**src/rtl/axi_defines.svh**
```systemverilog
// Shared AXI encodings for burst type and response codes.
`ifndef AXI_DEFINES_SVH
`define AXI_DEFINES_SVH

`define AXI_BURST_FIXED  2'b00
`define AXI_BURST_INCR   2'b01
`define AXI_BURST_WRAP   2'b10

`define AXI_RESP_OKAY    2'b00
`define AXI_RESP_SLVERR  2'b10

`endif

```
**src/rtl/axi_sram_pkg.sv**
```systemverilog
// Types and helpers shared by the AXI-to-SRAM responder: FSM states,
// AXI encodings and the per-beat address/legality calculations.
package axi_sram_pkg;

`include "axi_defines.svh"

    typedef enum logic [1:0] {
        IDLE  = 2'd0,
        RD    = 2'd1,
        WR    = 2'd2,
        WRESP = 2'd3
    } state_t;

    localparam logic [1:0] BURST_FIXED = `AXI_BURST_FIXED;
    localparam logic [1:0] BURST_INCR  = `AXI_BURST_INCR;
    localparam logic [1:0] BURST_WRAP  = `AXI_BURST_WRAP;
    localparam logic [1:0] RESP_OKAY   = `AXI_RESP_OKAY;
    localparam logic [1:0] RESP_SLVERR = `AXI_RESP_SLVERR;

    // WRAP keeps the low bits inside an aligned (len+1)<<size byte window.
    function automatic logic [31:0] next_beat_addr(
        input logic [31:0] addr,
        input logic [7:0]  len,
        input logic [2:0]  size,
        input logic [1:0]  burst
    );
        logic [31:0] incr;
        logic [31:0] sum;
        logic [31:0] mask;
        incr = 32'd1 << size;
        sum  = addr + incr;
        mask = (({24'd0, len} + 32'd1) << size) - 32'd1;
        case (burst)
            BURST_INCR: next_beat_addr = sum;
            BURST_WRAP: next_beat_addr = (addr & ~mask) | (sum & mask);
            default:    next_beat_addr = addr;
        endcase
    endfunction

    function automatic logic burst_illegal(
        input logic [7:0] len,
        input logic [2:0] size,
        input logic [1:0] burst
    );
        logic wrap_len_ok;
        wrap_len_ok = (len == 8'd1) || (len == 8'd3) || (len == 8'd7) || (len == 8'd15);
        burst_illegal = (size > 3'd2) || ((burst == BURST_WRAP) && !wrap_len_ok);
    endfunction

endpackage

```
**src/rtl/axi_burst_addr.sv**
```systemverilog
// Combinational next-beat address and burst legality for the latched request.
module axi_burst_addr (
    input  logic [31:0] addr,
    input  logic [7:0]  len,
    input  logic [2:0]  size,
    input  logic [1:0]  burst,
    output logic [31:0] next_addr,
    output logic        burst_err
);
    import axi_sram_pkg::*;

    assign next_addr = next_beat_addr(addr, len, size, burst);
    assign burst_err = burst_illegal(len, size, burst);

endmodule

```
**src/rtl/axi_sram_resp.sv**
```systemverilog
// Single-outstanding AXI3 slave in front of a synchronous 32-bit SRAM.
// One read or write burst is served at a time; reads stream at one beat per cycle.
module axi_sram_resp #(
    parameter int ID_WIDTH = 10,
    parameter int MEM_AW   = 14
) (
    input  logic                clk,
    input  logic                rstn,
    input  logic [ID_WIDTH-1:0] s_awid,
    input  logic [31:0]         s_awaddr,
    input  logic [7:0]          s_awlen,
    input  logic [2:0]          s_awsize,
    input  logic [1:0]          s_awburst,
    input  logic                s_awvalid,
    output logic                s_awready,
    input  logic [ID_WIDTH-1:0] s_wid,
    input  logic [31:0]         s_wdata,
    input  logic [3:0]          s_wstrb,
    input  logic                s_wlast,
    input  logic                s_wvalid,
    output logic                s_wready,
    output logic [ID_WIDTH-1:0] s_bid,
    output logic [1:0]          s_bresp,
    output logic                s_bvalid,
    input  logic                s_bready,
    input  logic [ID_WIDTH-1:0] s_arid,
    input  logic [31:0]         s_araddr,
    input  logic [7:0]          s_arlen,
    input  logic [2:0]          s_arsize,
    input  logic [1:0]          s_arburst,
    input  logic                s_arvalid,
    output logic                s_arready,
    output logic [ID_WIDTH-1:0] s_rid,
    output logic [31:0]         s_rdata,
    output logic [1:0]          s_rresp,
    output logic                s_rlast,
    output logic                s_rvalid,
    input  logic                s_rready,
    output logic                sram_cs,
    output logic [3:0]          sram_we,
    output logic [MEM_AW-1:0]   sram_addr,
    output logic [31:0]         sram_wdata,
    input  logic [31:0]         sram_rdata
);
    import axi_sram_pkg::*;

    state_t              state_reg;
    logic                prio_rd_reg;
    logic [ID_WIDTH-1:0] id_reg;
    logic [31:0]         addr_reg;
    logic [7:0]          len_reg;
    logic [2:0]          size_reg;
    logic [1:0]          burst_reg;
    logic [8:0]          beat_cnt_reg;
    logic                rvalid_reg;
    logic                rlast_reg;
    logic [1:0]          rresp_reg;
    logic                rd_fresh_reg;
    logic [31:0]         rdata_hold_reg;
    logic                wr_err_reg;
    logic [1:0]          bresp_reg;

    logic [31:0] next_addr;
    logic        burst_err;
    logic        out_of_range;
    logic        beat_err;
    logic        last_beat;
    logic        accept_ok;
    logic        grant_rd;
    logic        grant_wr;
    logic        rd_issue;
    logic        rd_done;
    logic        w_fire;
    logic        w_final;
    logic        w_err;
    logic        unused_wid;

    axi_burst_addr u_burst_addr (
        .addr      (addr_reg),
        .len       (len_reg),
        .size      (size_reg),
        .burst     (burst_reg),
        .next_addr (next_addr),
        .burst_err (burst_err)
    );

    assign unused_wid   = ^s_wid;
    assign out_of_range = |addr_reg[31:MEM_AW+2];
    assign beat_err     = burst_err | out_of_range;
    assign last_beat    = (beat_cnt_reg == {1'b0, len_reg});

    // Ready strobes are combinational in IDLE, so hold them low while reset is asserted.
    assign accept_ok = rstn && (state_reg == IDLE);
    assign grant_rd  = accept_ok && s_arvalid && (!s_awvalid || prio_rd_reg);
    assign grant_wr  = accept_ok && s_awvalid && !grant_rd;
    assign s_arready = grant_rd;
    assign s_awready = grant_wr;

    assign rd_issue = (state_reg == RD) && (beat_cnt_reg <= {1'b0, len_reg})
                      && (!rvalid_reg || s_rready);
    assign rd_done  = rvalid_reg && s_rready && rlast_reg;

    assign w_fire  = (state_reg == WR) && s_wvalid;
    assign w_final = s_wlast | last_beat;
    assign w_err   = wr_err_reg | beat_err | (s_wlast ^ last_beat);

    // Erroneous beats never touch the SRAM.
    assign sram_cs    = (rd_issue || w_fire) && !beat_err;
    assign sram_we    = (w_fire && !beat_err) ? s_wstrb : 4'b0000;
    assign sram_wdata = (w_fire && !beat_err) ? s_wdata : 32'd0;
    assign sram_addr  = addr_reg[MEM_AW+1:2];

    assign s_wready = (state_reg == WR);
    assign s_bvalid = (state_reg == WRESP);
    assign s_bid    = id_reg;
    assign s_bresp  = bresp_reg;

    assign s_rvalid = rvalid_reg;
    assign s_rlast  = rlast_reg;
    assign s_rresp  = rresp_reg;
    assign s_rid    = id_reg;
    // Fresh SRAM data on the first valid cycle, captured copy while stalled.
    assign s_rdata  = rd_fresh_reg ? sram_rdata : rdata_hold_reg;

    always_ff @(posedge clk or negedge rstn) begin
        if (!rstn) begin
            state_reg      <= IDLE;
            prio_rd_reg    <= 1'b1;
            id_reg         <= '0;
            addr_reg       <= '0;
            len_reg        <= '0;
            size_reg       <= '0;
            burst_reg      <= '0;
            beat_cnt_reg   <= '0;
            rvalid_reg     <= 1'b0;
            rlast_reg      <= 1'b0;
            rresp_reg      <= '0;
            rd_fresh_reg   <= 1'b0;
            rdata_hold_reg <= '0;
            wr_err_reg     <= 1'b0;
            bresp_reg      <= '0;
        end else begin
            rd_fresh_reg <= 1'b0;
            if (rd_fresh_reg) begin
                rdata_hold_reg <= sram_rdata;
            end
            case (state_reg)
                IDLE: begin
                    if (grant_rd) begin
                        id_reg       <= s_arid;
                        addr_reg     <= s_araddr;
                        len_reg      <= s_arlen;
                        size_reg     <= s_arsize;
                        burst_reg    <= s_arburst;
                        beat_cnt_reg <= '0;
                        prio_rd_reg  <= 1'b0;
                        state_reg    <= RD;
                    end else if (grant_wr) begin
                        id_reg       <= s_awid;
                        addr_reg     <= s_awaddr;
                        len_reg      <= s_awlen;
                        size_reg     <= s_awsize;
                        burst_reg    <= s_awburst;
                        beat_cnt_reg <= '0;
                        wr_err_reg   <= 1'b0;
                        prio_rd_reg  <= 1'b1;
                        state_reg    <= WR;
                    end
                end
                RD: begin
                    if (rd_issue) begin
                        rvalid_reg   <= 1'b1;
                        rlast_reg    <= last_beat;
                        rresp_reg    <= beat_err ? RESP_SLVERR : RESP_OKAY;
                        rd_fresh_reg <= !beat_err;
                        if (beat_err) begin
                            rdata_hold_reg <= '0;
                        end
                        addr_reg     <= next_addr;
                        beat_cnt_reg <= beat_cnt_reg + 9'd1;
                    end else if (s_rready) begin
                        rvalid_reg <= 1'b0;
                    end
                    if (rd_done) begin
                        state_reg <= IDLE;
                    end
                end
                WR: begin
                    if (w_fire) begin
                        addr_reg     <= next_addr;
                        beat_cnt_reg <= beat_cnt_reg + 9'd1;
                        wr_err_reg   <= w_err;
                        if (w_final) begin
                            bresp_reg <= w_err ? RESP_SLVERR : RESP_OKAY;
                            state_reg <= WRESP;
                        end
                    end
                end
                WRESP: begin
                    if (s_bready) begin
                        state_reg <= IDLE;
                    end
                end
                default: state_reg <= IDLE;
            endcase
        end
    end

endmodule
```
**config.mk**
```make
export PLATFORM = sky130hd
export DESIGN_NAME = axi_sram_resp
export DESIGN_NICKNAME = d
export VERILOG_FILES = /design/src/rtl/axi_sram_pkg.sv /design/src/rtl/axi_burst_addr.sv /design/src/rtl/axi_sram_resp.sv
export VERILOG_INCLUDE_DIRS = /design/src /design/src/rtl
export SDC_FILE = /design/constraint.sdc
export NUM_CORES = 1
export LEC_CHECK = 0
export ABC_CLOCK_PERIOD_IN_PS = 4750
export CAP_MARGIN = 20
export CORE_MARGIN = 5
export CORE_UTILIZATION = 46
export DETAILED_ROUTE_END_ITERATION = 6
export GPL_ROUTABILITY_DRIVEN = 0
export GPL_TIMING_DRIVEN = 0
export PLACE_DENSITY = 0.9
export SLEW_MARGIN = 0
export SYNTH_ARGS = -nofsm -noshare
export SYNTH_HDL_FRONTEND = slang
export SYNTH_SLANG_ARGS = --single-unit
```
**constraint.sdc**
```tcl
create_clock -name clk -period 4.75 [get_ports clk]
set_clock_uncertainty 0.2 [all_clocks]
set_input_delay 0.95 -clock clk [delete_from_list [all_inputs] [get_ports clk]]
set_output_delay 0.95 -clock clk [all_outputs]
set_load 0.005 [all_outputs]
```
==> results of run 1 <==
-- per-stage QoR --
step / utilization (%) / total power, uW / setup slack, ns / TNS, ns
4_1_cts: 66.66 / 6702 / 0.05851 / 0
3_3_place_gp: 64.70 / 5748 / -4.505 / -430.26
6_report: 66.68 / 6818 / 0.1194 / 0
2_1_floorplan: - / 4419 / 1.272 / 0
5_1_grt: 66.68 / 7266 / -0.008476 / -0.008476
3_5_place_dp: 64.84 / 5878 / -0.9815 / -1.025
-- worst max path at each step --
| stage | startpoint | end | slack [ns] |
|---|---|---|---|
| after global routing | len_reg[4]$_DFFE_PN0P_ | sram_cs | -0.008 |
| final | size_reg[2]$_DFFE_PN0P_ | sram_wdata[25] | 0.12 |
| after global placement | rstn | s_arready | -4.50 |
| after CTS | rstn | s_arready | 0.06 |
| after floorplan | size_reg[2]$_DFFE_PN0P_ | register | 1.27 |
| after detailed placement | rstn | s_arready | -0.98 |
-- power by group through the flow --
stage | clock network, uW | logic (uW) | registers [uW]
after CTS | 800 | 4410 | 1490
after global routing | 843 | 4870 | 1550
after detailed placement | 0 | 4380 | 1500
after floorplan | 0 | 3010 | 1410
final | 801 | 4510 | 1510
after global placement | 0 | 4260 | 1490
-- cell usage after synthesis, types with 30 or more instances --
| cell type | n | area, um^2 |
|---|---|---|
| buf_4 | 30 | 225.2 |
| clkbuf_1 | 45 | 168.9 |
| mux2_2 | 36 | 405.4 |
| dfrtp_1 | 104 | 2603 |
| a21oi_1 | 62 | 310.3 |
| o21ai_0 | 50 | 250.2 |
| and2_1 | 39 | 244.0 |
| nor2b_1 | 41 | 256.5 |
| nor2_1 | 84 | 315.3 |
| nand3_1 | 31 | 155.2 |
| inv_1 | 59 | 221.5 |
| nand2_1 | 106 | 397.9 |
-- area by class of cell --
cell class | instances | area (um^2)
Fill cell | 1400 | 5964
Inverter | 60 | 229.0
Clock buffer | 9 | 225.2
Sequential cell | 105 | 2629
Timing Repair Buffer | 297 | 2992
Multi-Input combinational cell | 760 | 5016
Clock inverter | 7 | 88.84
Tap cell | 229 | 286.5
Buffer | 87 | 471.7
-- layer usage --
layer / vias to the layer above / wire [um] / global-route usage (%)
li1: 4229 / - / -
met1: 4361 / 11280 / 34.16
met2: 525 / 14900 / 48.28
met3: 115 / 2504 / 5.192
met4: 0 / 1331 / 12.37
met5: - / 0 / 0
-- what timing repair did --
item / in CTS / in global routing
resized for setup: 6 / 8
setup endpoints to repair: 32 / 33
setup buffers: 0 / 0
-- kinds of logic after synthesis --
| group | synth area share [%] |
|---|---|
| flops | 31.56 |
| simple gates | 23.93 |
| other cells | 0.04502 |
| compound gates | 22.80 |
| fa+ha+maj | 4.296 |
| buf+inv | 8.412 |
| xor+xnor | 2.404 |
| mux | 6.549 |
-- cells in the final DEF (no fill, tap or decap), drive strengths merged, types with 10 or more instances in the layout --
cell,instances
and3,15
nand2,107
inv,62
buf,45
clkdlybuf4s50,295
o21ai,54
nor3,18
nand2b,10
nand3,32
a31oi,19
a21oi,63
mux2i,14
nor4,10
and2,39
a222oi,24
nor2b,41
a211oi,11
ha,27
a21o,12
mux2,36
clkbuf,53
nor2,85
dfrtp,104
xnor2,18
-- critical path, cell delays in order (launching register included) --
cell             delay [ns]
dfrtp_1                0.46
buf_2                  0.22
buf_1                  0.24
nor3_1                 0.36
nand3_1                0.14
or3_1                  0.50
nor2_4                 0.28
clkbuf_2               0.23
and2_1                 0.15
clkdlybuf4s50_1        0.53
==> results.py, run 1 <==
metrics = {
    "pwr": {
        "p_switching_uw": 3381,
        "vdd_ir_drop_max_uv": 422.3,
        "combPwrFrac_pct": 66.1,
        "switching_share_pct": 49.60,
        "p_clk_share_pct": 11.7,
        "p_seq_share_pct": 22.1,
        "p_int_uw": 3436,
        "p_leak_uw": 0.005123,
        "power.density_nw_per_um2": 571.1,
    },
    "worst_setup_path": {
        "rrSetupSlack_ns": 0.38,
        "endpoint_kind": "output port",
        "timing.rr.start": "size_reg[2]$_DFFE_PN0P_",
        "cp.required_ns": 3.60,
        "r2r_cells": 16,
        "critical_path_class": "register to output port",
        "crit_fanout": 10,
        "cp.arrival_ns": 3.48,
        "worst_setup_path_start_kind": "register",
    },
    "drt": {
        "via_per_inst": 5.940,
        "vias": 9230,
        "firstDrtPassIters": 7,
        "drc_errors": 7,
        "ant_nets": 0,
        "wl_per_cell_um": 19.32,
        "drt_iter0_drc": 1143,
        "drt-total-wl_um": 30020,
    },
    "clocking": {
        "cts_sinks": 105,
        "path_clk_slew_ns": 0.08,
        "cts_hold_buf": 0,
        "cts_tree": "yes",
        "cts_root_buf": "clkbuf_16",
        "cts_max_path_buffers": 2,
        "insertion_delay_ns": 0.37,
        "htreeDepth": 3,
        "numCtsBuffers": 9,
    },
    "floorplan": {
        "rows": 49,
        "initial_utilization_pct": 46.53,
        "coreArea_um2": 17900,
        "pin_count": 309,
        "die_x_um": 144.6,
        "dieArea_um2": 20900,
        "die_h_um": 144.6,
    },
    "synthesis": {
        "synthCells": 1014,
        "seq_area_frac_synth_pct": 31.56,
        "yosys_warnings": 0,
        "synth_cell_type_count": 89,
        "ys_ff_latch": 105,
        "syn_area_um2": 8329,
        "synth_area_per_cell_um2": 8.214,
        "async_reset_ff_share_pct": 100.0,
        "ys.flop_type": "dfrtp_1",
        "synth_edf_count": 0,
    },
    "grt": {
        "antenna_found_initial": 0,
        "first_global_vias": 9063,
        "grt_max_degree": 72,
        "overflow": 0,
        "grtUsageTotal_pct": 28.02,
        "grt_pass1_wl_um": 46600,
    },
    "sta": {
        "slew_viol_final": 0,
        "hold_ws_ns": 0.2849,
        "relSlewSlack_pct": 50.61,
        "hold_violations": 0,
        "fin_crit_sh_pct": 97.49,
        "fin_crit_ns": 4.631,
        "worst_slew_pin_slew_ns": 0.7409,
        "fmax_mhz": 216.0,
        "setup_violations": 0,
    },
    "finish": {
        "antennaDiodeCount": 0,
        "design_area_um2": 11940,
        "nets": 1544,
        "drive_gt1_share_pct": 9.509,
        "stdcell_count": 1554,
        "area_delta_synth_final_pct": 43.32,
    },
    "placement": {
        "place_area_um2": 11610,
        "placed_cells": 1541,
        "dp_hpwl_um": 23440,
        "port_buffers": 296,
    },
    "min_path": {
        "min_path_type": "primary input to async pin",
    },
    "run": {
        "drv_cap": 0,
    },
    "outcome": {
        "violations": "DRC",
        "status": "complete, but fails checks",
    },
}
No activity file was read; power rests on OpenSTA's default activity.
==> inputs of run 2 (changes only) <==
--- a/config.mk
+++ b/config.mk
@@ -8,7 +8,6 @@
 export LEC_CHECK = 0
 export ABC_CLOCK_PERIOD_IN_PS = 4750
 export CAP_MARGIN = 20
-export CORE_MARGIN = 5
 export CORE_UTILIZATION = 46
 export DETAILED_ROUTE_END_ITERATION = 6
 export GPL_ROUTABILITY_DRIVEN = 0
==> run 2 against run 1 <==
Combinational power is essentially flat. Final cell count shrank 0.26%. Sequential cell count is the same. Fmax grew 1.7%. The flow now finishes without violations. Final area is essentially flat. Die area shrank 11%. Sequential power is essentially flat.
==> results.py, run 2 (synthesis gave the netlist of run 1 again) <==
metrics = {
    "worst_setup_path": {
        "cp.arrival_ns": 3.40,
        "endpoint_kind": "output port",
        "worst-path-buf-inv": 2,
        "crit_family": "simple AND/OR/NAND/NOR gates",
        "critical_path_class": "register to output port",
        "crit_slowest_cell": "dfrtp_1",
        "cp.required_ns": 3.60,
        "slowest_delay_ns": 0.58,
        "crit_fanout": 10,
        "worst_setup_path_start_kind": "register",
        "worstPathCellList": "ha_1, nand3_1, o21ai_0, a21oi_1, or3_1, nor2_4, clkbuf_2, and2_1, clkdlybuf4s50_1",
    },
    "clocking": {
        "htreeDepth": 3,
        "numCtsBuffers": 9,
        "path_clk_slew_ns": 0.08,
        "cts_max_path_buffers": 2,
        "cts_sinks": 105,
        "insertion_delay_ns": 0.37,
        "cts_hold_buf": 0,
        "cts_root_buf": "clkbuf_16",
        "cts_tree": "yes",
        "cts_setup_buffers": 0,
    },
    "grt": {
        "overflow": 0,
        "grtUsageTotal_pct": 32.05,
        "grt_max_degree": 64,
        "grt_pass1_wl_um": 46090,
        "antenna_found_initial": 0,
        "first_global_vias": 8972,
    },
    "sta": {
        "relSlewSlack_pct": 49.60,
        "rsz0062_at_grt": "false",
        "fin_crit_sh_pct": 95.89,
        "worst_slew_pin_slew_ns": 0.7560,
        "setup_violations": 0,
        "slew_viol_final": 0,
        "fmax_mhz": 219.5,
        "fin_crit_ns": 4.555,
        "hold_violations": 0,
    },
    "drt": {
        "drc_errors": 0,
        "via_per_inst": 6.037,
        "ant_nets": 0,
        "drt-total-wl_um": 29400,
        "drt_iter0_drc": 1082,
        "vias": 9358,
        "firstDrtPassIters": 6,
        "wl_per_cell_um": 18.96,
    },
    "placement": {
        "port_buffers": 296,
        "dp_hpwl_um": 22770,
        "placed_cells": 1537,
    },
    "pwr": {
        "p_int_uw": 3438,
        "combPwrFrac_pct": 66.2,
        "p_clk_share_pct": 11.5,
        "p_seq_share_pct": 22.2,
        "vdd_ir_drop_max_uv": 331.9,
        "p_leak_uw": 0.005132,
        "switching_share_pct": 49.66,
        "finalPower_uw": 6829,
        "power.density_nw_per_um2": 572.2,
        "p_switching_uw": 3392,
    },
    "min_path": {
        "min_path_type": "primary input to async pin",
    },
    "floorplan": {
        "die_x_um": 136.6,
        "coreArea_um2": 17480,
        "rows": 48,
        "initial_utilization_pct": 47.66,
        "die_h_um": 136.6,
        "pin_count": 309,
        "dieArea_um2": 18650,
    },
    "finish": {
        "drive_gt1_share_pct": 9.585,
        "final_common_cell": "clkdlybuf4s50_1",
        "stdcell_count": 1550,
        "antennaDiodeCount": 0,
        "final_cell_mix": "clkdlybuf4s50_1, nand2_1, dfrtp_1, nor2_1, a21oi_1",
        "nets": 1544,
        "area_delta_synth_final_pct": 43.28,
    },
    "outcome": {
        "status": "complete, no violations",
    },
    "run": {
        "drv_cap": 0,
    },
}
## run 2: worst paths after layout
check | from | end | slack [ns] | cells past startpoint
min in group clk | prio_rd_reg$_DFFE_PN1P_ | prio_rd_reg$_DFFE_PN1P_ | 0.31 | 2
worst max-delay path | len_reg[1]$_DFFE_PN0P_ | sram_wdata[16] | 0.20 | 9
max in group asynchronous | rstn | rd_fresh_reg$_DFF_PN0_ | 3.40 | 2
worst min-delay path | rstn | async pin | 0.29 | 1
worst min register to register | prio_rd_reg$_DFFE_PN1P_ | prio_rd_reg$_DFFE_PN1P_ | 0.31 | 2
worst max register to register | size_reg[2]$_DFFE_PN0P_ | register | 0.29 | 15
## run 2: through the flow
step           setup slack (ns)  utilization [%]  cell area, um^2  hold WS, ns  TNS, ns
3_3_place_gp             -4.430            66.24            11580       0.2760  -421.29
5_1_grt                0.009040            68.28            11930       0.3369        0
2_1_floorplan             1.272                -             8333       0.2675        0
4_1_cts                 0.03324            68.21            11920       0.3114        0
3_5_place_dp            -0.6054            66.39            11600       0.3074  -0.6054
6_report                 0.1951            68.28            11930       0.2926        0
## run 2: what timing repair did
item / 4_1_cts / 5_1_grt
pin swaps: 0 / 1
setup endpoints to repair: 31 / 31
gates resized for setup: 4 / 9
## run 2: area by class of cell
class,count,area [um^2]
repair buffers,297,2992
flip-flops and latches,105,2629
plain buffers,87,469.2
clock inverters,7,88.84
clock buffers,9,225.2
inverters,60,225.2
well taps,225,281.5
multi-input cells,760,5024
fillers,1363,5543
## run 2: power by group through the flow
stage / clock network, uW / logic [uW] / registers [uW]
6_report: 789 / 4520 / 1520
5_1_grt: 832 / 4900 / 1550
4_1_cts: 795 / 4410 / 1490
3_5_place_dp: 0 / 4370 / 1500
3_3_place_gp: 0 / 4250 / 1490
2_1_floorplan: 0 / 3010 / 1410
## run 2: routing by layer
| metal | up-vias | GRT usage (%) | part of all wire, % |
|---|---|---|---|
| met1 | 4438 | 38.02 | 37 |
| met2 | 572 | 56.18 | 51 |
| met4 | 0 | 14.20 | 4.3 |
| met3 | 117 | 5.926 | 7.8 |
| met5 | - | 0 | 0 |
| li1 | 4231 | - | - |
